## src/rtl/mmm_serial_if.sv

```systemverilog
// Controller <-> Montgomery multiplier handshake: start/clear controls, operands, registered result.
interface mmm_serial_if #(parameter int WIDTH = 8);
  logic             ena;
  logic             rst_mmm;
  logic             ld_a;
  logic [WIDTH-1:0] a_in;
  logic [WIDTH-1:0] b_in;
  logic [WIDTH-1:0] m_in;
  logic [WIDTH-1:0] r_out;
  logic             busy;
  logic             done;

  modport master (output ena, rst_mmm, ld_a, a_in, b_in, m_in,
                  input  r_out, busy, done);
  modport slave  (input  ena, rst_mmm, ld_a, a_in, b_in, m_in,
                  output r_out, busy, done);
endinterface

```

## src/rtl/mmm_serial.sv

```systemverilog
// Bit-serial Montgomery multiplier: R = A*B*2^-WIDTH mod M in WIDTH+2 enabled cycles.
module mmm_serial #(
  parameter int WIDTH = 8
) (
  input  logic        clk,
  input  logic        rstb,
  mmm_serial_if.slave bus
);
  localparam int CW = $clog2(WIDTH + 1);

  typedef enum logic [1:0] {IDLE, CALC, FINAL, DONE} state_t;

  state_t           state_q, state_d;
  logic [WIDTH-1:0] a_sh_q, a_sh_d;
  logic [WIDTH-1:0] b_q, b_d;
  logic [WIDTH-1:0] m_q, m_d;
  logic [WIDTH-1:0] r_q, r_d;
  logic [WIDTH:0]   acc_q, acc_d;
  logic [CW-1:0]    cnt_q, cnt_d;
  logic             busy_q, busy_d;
  logic             done_q, done_d;

  logic             clr, start, last;
  logic [WIDTH+1:0] t, u;
  logic [WIDTH:0]   red;

  // Clear beats start; a disabled cycle ignores both.
  assign clr   = bus.ena & ~bus.rst_mmm;
  assign start = bus.ena &  bus.rst_mmm & bus.ld_a;
  assign last  = (cnt_q == CW'(WIDTH - 1));

  always_ff @(posedge clk or negedge rstb) begin
    if (!rstb) begin
      state_q <= IDLE;
      a_sh_q  <= '0;
      b_q     <= '0;
      m_q     <= '0;
      r_q     <= '0;
      acc_q   <= '0;
      cnt_q   <= '0;
      busy_q  <= 1'b0;
      done_q  <= 1'b0;
    end else begin
      state_q <= state_d;
      a_sh_q  <= a_sh_d;
      b_q     <= b_d;
      m_q     <= m_d;
      r_q     <= r_d;
      acc_q   <= acc_d;
      cnt_q   <= cnt_d;
      busy_q  <= busy_d;
      done_q  <= done_d;
    end
  end

  always_comb begin
    state_d = state_q;
    if (clr)
      state_d = IDLE;
    else if (start)
      state_d = CALC;
    else if (bus.ena) begin
      case (state_q)
        CALC:    if (last) state_d = FINAL;
        FINAL:   state_d = DONE;
        default: state_d = state_q;
      endcase
    end
  end

  always_comb begin
    // acc < 2M keeps t and u within WIDTH+2 bits.
    t   = {1'b0, acc_q} + (a_sh_q[0] ? {2'b00, b_q} : '0);
    u   = t + (t[0] ? {2'b00, m_q} : '0);
    red = acc_q - {1'b0, m_q};

    a_sh_d = a_sh_q;
    b_d    = b_q;
    m_d    = m_q;
    r_d    = r_q;
    acc_d  = acc_q;
    cnt_d  = cnt_q;
    busy_d = busy_q;
    done_d = done_q;

    if (clr) begin
      a_sh_d = '0;
      acc_d  = '0;
      cnt_d  = '0;
      r_d    = '0;
      busy_d = 1'b0;
      done_d = 1'b0;
    end else if (start) begin
      a_sh_d = bus.a_in;
      b_d    = bus.b_in;
      m_d    = bus.m_in;
      acc_d  = '0;
      cnt_d  = '0;
      busy_d = 1'b1;
      done_d = 1'b0;
    end else if (bus.ena) begin
      case (state_q)
        CALC: begin
          acc_d  = (WIDTH + 1)'(u >> 1);
          a_sh_d = a_sh_q >> 1;
          cnt_d  = cnt_q + CW'(1);
        end
        FINAL: begin
          r_d    = (acc_q >= {1'b0, m_q}) ? WIDTH'(red) : WIDTH'(acc_q);
          busy_d = 1'b0;
          done_d = 1'b1;
        end
        default: ;
      endcase
    end
  end

  assign bus.r_out = r_q;
  assign bus.busy  = busy_q;
  assign bus.done  = done_q;
endmodule

```

## src/flat_wrapper.sv

```systemverilog
// flat-port wrapper written by rule: the top's interface ports become plain ports
module mmm_serial_flat 
#(
  parameter int WIDTH = 8
)
  (clk, rstb, bus_ena, bus_rst_mmm, bus_ld_a, bus_a_in, bus_b_in, bus_m_in, bus_r_out, bus_busy, bus_done);
  mmm_serial_if #(.WIDTH(WIDTH)) bus_i ();
  input  logic clk;
  input  logic rstb;
  input wire logic [$bits(bus_i.ena)-1:0] bus_ena;
  input wire logic [$bits(bus_i.rst_mmm)-1:0] bus_rst_mmm;
  input wire logic [$bits(bus_i.ld_a)-1:0] bus_ld_a;
  input wire logic [$bits(bus_i.a_in)-1:0] bus_a_in;
  input wire logic [$bits(bus_i.b_in)-1:0] bus_b_in;
  input wire logic [$bits(bus_i.m_in)-1:0] bus_m_in;
  output wire logic [$bits(bus_i.r_out)-1:0] bus_r_out;
  output wire logic [$bits(bus_i.busy)-1:0] bus_busy;
  output wire logic [$bits(bus_i.done)-1:0] bus_done;
  assign bus_i.ena = bus_ena;
  assign bus_i.rst_mmm = bus_rst_mmm;
  assign bus_i.ld_a = bus_ld_a;
  assign bus_i.a_in = bus_a_in;
  assign bus_i.b_in = bus_b_in;
  assign bus_i.m_in = bus_m_in;
  assign bus_r_out = bus_i.r_out;
  assign bus_busy = bus_i.busy;
  assign bus_done = bus_i.done;
  mmm_serial #(.WIDTH(WIDTH)) u_core (.clk(clk), .rstb(rstb), .bus(bus_i));
endmodule
```

## config.mk

```make
export PLATFORM = sky130hd
export DESIGN_NAME = mmm_serial_flat
export DESIGN_NICKNAME = d
export VERILOG_FILES = /design/src/rtl/mmm_serial_if.sv /design/src/rtl/mmm_serial.sv /design/src/flat_wrapper.sv
export SDC_FILE = /design/constraint.sdc
export NUM_CORES = 1
export LEC_CHECK = 0
export ABC_AREA = 1
export BUFFER_PORTS_ARGS = -buffer_cell sky130_fd_sc_hd__buf_2
export CORE_ASPECT_RATIO = 1.2
export CORE_MARGIN = 5
export CORE_UTILIZATION = 55
export CTS_BUF_LIST = sky130_fd_sc_hd__clkbuf_4 sky130_fd_sc_hd__clkbuf_8
export DETAILED_ROUTE_END_ITERATION = 8
export PLACE_DENSITY = 0.76
export SLEW_MARGIN = 20
export SYNTH_ARGS = -nofsm -noshare
export SYNTH_HDL_FRONTEND = slang
export SYNTH_SLANG_ARGS = --single-unit
```

## constraint.sdc

```tcl
create_clock -name clk -period 3.1 [get_ports clk]
set_input_delay 0.155 -clock clk [delete_from_list [all_inputs] [get_ports clk]]
set_output_delay 0.155 -clock clk [all_outputs]
set_load 0.05 [all_outputs]
```

# ---- Yosys cells after proc, flatten, opt, wreduce, memory -nomap -nowiden
# Index checks and enable logic that the tools add are counted.
dict set report word_totals {
  regBits 49
  input_bits 29
  output_inout_bits 10
  wordCells 67
}
dict set report op_classes {
  add_sub_neg 4
  order_cmp 1
  n_eq_ne 5
  muxes 32
  n_bitwise 5
  reduce_logical 11
}
# operator n
set op_table {}
lappend op_table {{8-bit two-way mux} 11}
lappend op_table {{9-bit two-way mux} 4}
lappend op_table {{4-bit two-way mux} 4}
lappend op_table {{10-bit adder} 1}
lappend op_table {{9-bit by 8-bit adder with 10-bit output} 1}
lappend op_table {{9-bit by 8-bit >= comparator with 1-bit output} 1}
lappend op_table {{3-bit nonzero test} 3}
lappend op_table {{1-bit two-way mux} 8}
lappend op_table {{2-bit two-way mux} 4}
lappend op_table {{8-bit subtractor} 1}
lappend op_table {{2-bit AND reduction} 3}
lappend op_table {{3-bit AND reduction} 2}
lappend op_table {{4-bit by 1-bit adder with 4-bit output (second input constant)} 1}
lappend op_table {{4-bit by 3-bit == test with 1-bit output (second input constant)} 1}
lappend op_table {{4-bit by 1-bit inequality test with 1-bit output (second input constant)} 1}
lappend op_table {{2-bit one-hot mux with 2 select lines} 1}
lappend op_table {{2-bit nonzero test} 2}
lappend op_table {{4-bit nonzero test} 1}
lappend op_table {{1-bit AND} 3}
lappend op_table {{2-bit by 1-bit == test with 1-bit output (second input constant)} 1}
lappend op_table {{2-bit == test (second input constant)} 1}
lappend op_table {{2-bit by 1-bit inequality test with 1-bit output (second input constant)} 1}
lappend op_table {{1-bit inverter} 2}

# ---- Logic depth before layout (Yosys ltp)
dict set report depth {
  word_depth 8
  depth_mapped 23
  ltp_nobuf 22
}

# ---- Least setup slack after synthesis
# OpenSTA, ideal clock, no wires.
dict set report synth_path {
  kind {register -> register}
  startpoint {register u_core.a_sh_q[0]}
  endpoint {register u_core.acc_q[8]}
  setup_time_ps 117
  arrival_time_ps 2720
  required_time_ps 2983
  slack_ps 262
  stages_incl_launch_ff 22
  period_less_slack_ps 2838
  path_cell_list {dfrtp_1 clkbuf_1 nand2_1 inv_1 ha_1 inv_1 fa_1 inv_1 nand2_1 nand2_1 nand2_1 xnor2_1 ha_1 nand2_1 nor3_1 nor2_1 nor2_1 nand3_1 nand2_1 nand2_1 nand3_1 nand2_1}
}
dict set report synth_between {
  elab_chain_len 8
}
# item line_no
set synth_rtl {}
lappend synth_rtl {{start, declared} mmm_serial.sv:14} ;# logic [WIDTH-1:0] a_sh_q, a_sh_d;
lappend synth_rtl {{start signal, assigned} mmm_serial.sv:45} ;# a_sh_q <= a_sh_d;
lappend synth_rtl {{8-bit two-way mux (*)} mmm_serial.sv:73} ;# t = {1'b0, acc_q} + (a_sh_q[0] ? {2'b00, b_q} : '0);
lappend synth_rtl {{9-bit by 8-bit adder with 10-bit output (*)} mmm_serial.sv:73}
lappend synth_rtl {{8-bit two-way mux} mmm_serial.sv:74} ;# u = t + (t[0] ? {2'b00, m_q} : '0);
lappend synth_rtl {{10-bit adder (*)} mmm_serial.sv:74}
lappend synth_rtl {{9-bit two-way mux (*)} mmm_serial.sv:102} ;# case (state_q)
lappend synth_rtl {{9-bit two-way mux (*)} mmm_serial.sv:101} ;# end else if (bus.ena) begin
lappend synth_rtl {{9-bit two-way mux (*)} mmm_serial.sv:93} ;# end else if (start) begin
lappend synth_rtl {{9-bit two-way mux (*)} mmm_serial.sv:86} ;# if (clr) begin
lappend synth_rtl {{end signal, assigned} mmm_serial.sv:39} ;# acc_q <= '0;
lappend synth_rtl {{end signal, assigned} mmm_serial.sv:49} ;# acc_q <= acc_d;
lappend synth_rtl {{end, declared} mmm_serial.sv:18} ;# logic [WIDTH:0] acc_q, acc_d;
# Mark *: on every way between the ends. The rest lies on a longest branch, timed or not. The select of a mux whose other input is x is not followed.
# A chain may end at the register's enable or synchronous reset.

# ---- Final worst setup path
dict set report layout_path {
  startpoint {register u_core.a_sh_q[0]}
  endpoint {register u_core.acc_q[7]}
}
# The elaborated chain is that of the path after synthesis.

==> metrics.md <==
| Metric | Value |
|---|---|
| Core area | `around 5700 sq um` |
| Worst Hold Endpoint | `u_core.b_q[5]` |
| CTS tree | `built` |
| Top cells by area, synth | `dfrtp_1 (38%), nand2_1 (17%), ha_1 (10%)` |
| Status | `finished clean` |
| IO Port Bufs | `38` |
| Critical Setup Path Class | `reg -> reg` |
| Worst r2r dst | `u_core.acc_q[7]` |
| Routed wire per std cell | `13.6 um` |
| Hold Fails Final Rpt | `0` |
| Distinct cells, synth | `36` |
| First-pass GRT wire length | `between 10 and 15 mm` |
| Final Setup Violations | `0` |
| Initial antenna violation count | `0` |
| Largest net degree at the start of global routing | `50` |
| DRT iter0 DRCs | `approximately 150` |
| Post-synthesis cell type with the largest combined area | `dfrtp_1` |
| Post-Place Cell Area | `3530 sq um` |
| Vias in the first global route | `2928` |
| Vias per cell | `between 5 and 6` |
| Yosys reg bits | `just under 50` |
| Avg Cell Area, Syn | `7.44 sq um` |
| Placer Congestion | `around 0.96` |
| Pre-Repair DR Iteration Count | `5` |
| Final core occ | `64.9%` |
| Worst rel slew slack | `between 50% and 60%` |
| Syn Inst Count | `439` |
| Clock latency on the worst-skew pair | `between 0.3 and 0.4 ns` |
| Total power | `about 0.0029 W` |
| Min Tclk post-route | `approximately 2.9 ns` |
| FP Rows | `30` |
| Post-synthesis sequential area ratio | `between 30% and 40%` |
| Share of cells above drive strength 1 | `roughly 14%` |
| Hpwl dp | `5.78 mm` |
| Nets@finish | `about 540` |
| Syn Std Cell Area | `3270 sq um` |
| Setup tns final | `0 ns` |
| Final wirelength | `roughly 7.7 mm` |
| Critical Path End Type | `register` |
| Critical Path AT | `approximately 3.1 ns` |
| Antenna diode instance count | `0` |
| Leak | `2.10 nW` |
| Worst Reg2Reg Path Length in Cells | `17` |
| Worst Path Max Fanout | `6` |
| Width of the die | `80.3 um` |
| Clock Path Buffers | `2` |
| Max-cap viol count | `0` |
| Initial Util | `between 50% and 60%` |
| Hold path cells | `3` |
| FMAX | `343 MHz` |
| R2R Setup Slk | `around 0.19 ns` |
| WP data required | `between 3 and 4 ns` |
| Final Cycle Share | `about 94%` |
| Min-delay src | `bus_b_in[5]` |
| Die ar. | `between 7000 and 8000 sq um` |
| Pwr/cell area | `between 700 and 800 nW/um^2` |
| CP Launch Type | `register` |
| Hold Crit Class | `in -> reg` |
| Die height | `94.4 um` |
| Yosys warns | `0` |
| Clock sink count | `between 40 and 50` |
| Worst flop-to-flop path startpoint | `u_core.a_sh_q[0]` |
| Maximum vdd ir drop | `around 0.37 mV` |
| Clk pin slew, worst setup/hold paths | `0.10 ns` |
| Final Skew | `~0.013 ns` |
| Post-route DRC | `0` |
| Area delta synth->final | `13.4%` |
| GR Util All Layers | `21.9%` |
| Root Driver | `clkbuf_8` |
| Worst-Margin Slew | `between 0.6 and 0.7 ns` |
| CTS H-tree lvls | `2` |
| IO Pins | `39` |
| Syn_nets | `roughly 500` |
| Area share of the largest cell type after synthesis | `roughly 38%` |
| Post-Layout Cell Count | `564` |
| Fin area | `~3700 sq um` |
| Total number of vias | `2976` |
| Num CTS Buffers | `5` |
| Count of pins over their slew limit | `0` |
| Remaining global-route overflow | `0` |
| Dpl cells | `551` |
| DRT antenna net count | `0` |
-- registers in the layout, summed over array words and instances, names as in the netlist --
name and flops:
u_core.m_q 8, u_core.b_q 8, u_core.acc_q 9, u_core.state_q 2
u_core.a_sh_q 8, u_core.bus.busy 1, u_core.bus.done 1, u_core.bus.r_out 8
u_core.cnt_q 4
-- cells in the mapped netlist (all sizes together) --
library cell	count
nand2	150
inv	60
dfrtp	49
o21ai	35
nor2	32
ha	27
a21oi	22
nand3	14
a22oi	8
xor2	7
clkbuf	5
xnor2	5
nor3	4
buf	3
fa	3
a21o	2
o21bai	2
o22ai	2
a211oi	1
a21boi	1
a22o	1
a31oi	1
clkinv	1
nand3b	1
o211ai	1
o31ai	1
or2	1
-- per-stage QoR --
step / setup slack (ns) / hold WS [ns]
final: 0.186 / 0.0365
after detailed placement: 0.0577 / 0.360
after global routing: -0.0169 / 0.0338
after CTS: 0.0241 / 0.0327
after global placement: 0.191 / 0.356
after floorplan: 0.262 / -0.141
-- final cells by class --
type / instances / area (sq um)
fillers: 518 / 2000
multi-input cells: 321 / 1780
flip-flops and latches: 49 / 1230
repair buffers: 45 / 248
inverters: 61 / 229
well taps: 80 / 100
clock buffers: 5 / 68.8
clock inverters: 3 / 46.3
-- logic make-up after synthesis --
logic type,count (synthesis),share of synthesized area [%]
AO/OA/AOI/OAI,77,13.9
XOR/XNOR,12,3.22
adder cells (fa/ha/maj),30,12.2
buffers and inverters,69,8.31
flip-flops,49,37.5
AND/OR/NAND/NOR,202,24.9
-- cell usage in the layout, fill, tap and decap left out, types with 2 or more instances in the layout --
| master | count |
|---|---|
| a21o_1 | 2 |
| xor2_1 | 7 |
| o21bai_1 | 2 |
| nor3_1 | 3 |
| xnor2_1 | 5 |
| buf_4 | 7 |
| clkbuf_8 | 5 |
| buf_2 | 37 |
| nand2_1 | 149 |
| o21ai_0 | 31 |
| dfrtp_1 | 48 |
| nand3_1 | 14 |
| ha_1 | 27 |
| nor2_1 | 27 |
| nor2_4 | 2 |
| a22oi_1 | 8 |
| fa_1 | 2 |
| nor2_2 | 3 |
| a21oi_1 | 21 |
| inv_2 | 3 |
| inv_1 | 57 |
| o21ai_1 | 2 |
| o22ai_1 | 2 |
-- per-layer routing --
metal,up-vias,GRT usage (%),share of wire [%]
met1,1379,25.7,42
met2,81,38.0,49
met4,0,11.0,4.2
li1,1486,-,-
met3,30,3.82,5.1
met5,-,0,0
-- where the power goes --
part           switching (W)  internal (W)  total, W
Clock               0.000231      0.000242  0.000473
Combinational       0.000902      0.000544   0.00145
Sequential          0.000145      0.000805  0.000950
Total                0.00128       0.00159   0.00287
-- critical path, stage by stage (launching register included) --
cell and delay [ns]:
dfrtp_2 0.44, buf_4 0.15, nand2_1 0.06, inv_1 0.04, ha_1 0.33, a21oi_1 0.16, o21ai_1 0.12, a21oi_2 0.17
nor2_1 0.05, nor2_1 0.11, xor2_1 0.15, inv_1 0.05, ha_1 0.34, a21oi_1 0.17, o21ai_0 0.09, a21oi_1 0.15
xor2_1 0.16, o22ai_1 0.08
-- worst max-delay path by stage --
stage | slack (ns) | end | start
after detailed placement | 0.06 | u_core.acc_q[8] | u_core.a_sh_q[0]
final | 0.19 | u_core.acc_q[7] | u_core.a_sh_q[0]
after CTS | 0.02 | u_core.acc_q[8] | u_core.a_sh_q[0]
after global routing | -0.02 | u_core.acc_q[7] | u_core.a_sh_q[0]
after global placement | 0.19 | u_core.acc_q[8] | u_core.a_sh_q[0]
after floorplan | 0.26 | u_core.acc_q[8] | u_core.a_sh_q[0]
-- repair_timing --
item / 4_1_cts / 5_1_grt
endpoints found under the setup margin: 0 / 4
gates resized for setup: 0 / 7
endpoints found under the hold margin: 0 / 49
hold buffers: 0 / 1
buffers inserted: 0 / 4
(Power assumes the default switching activity.)
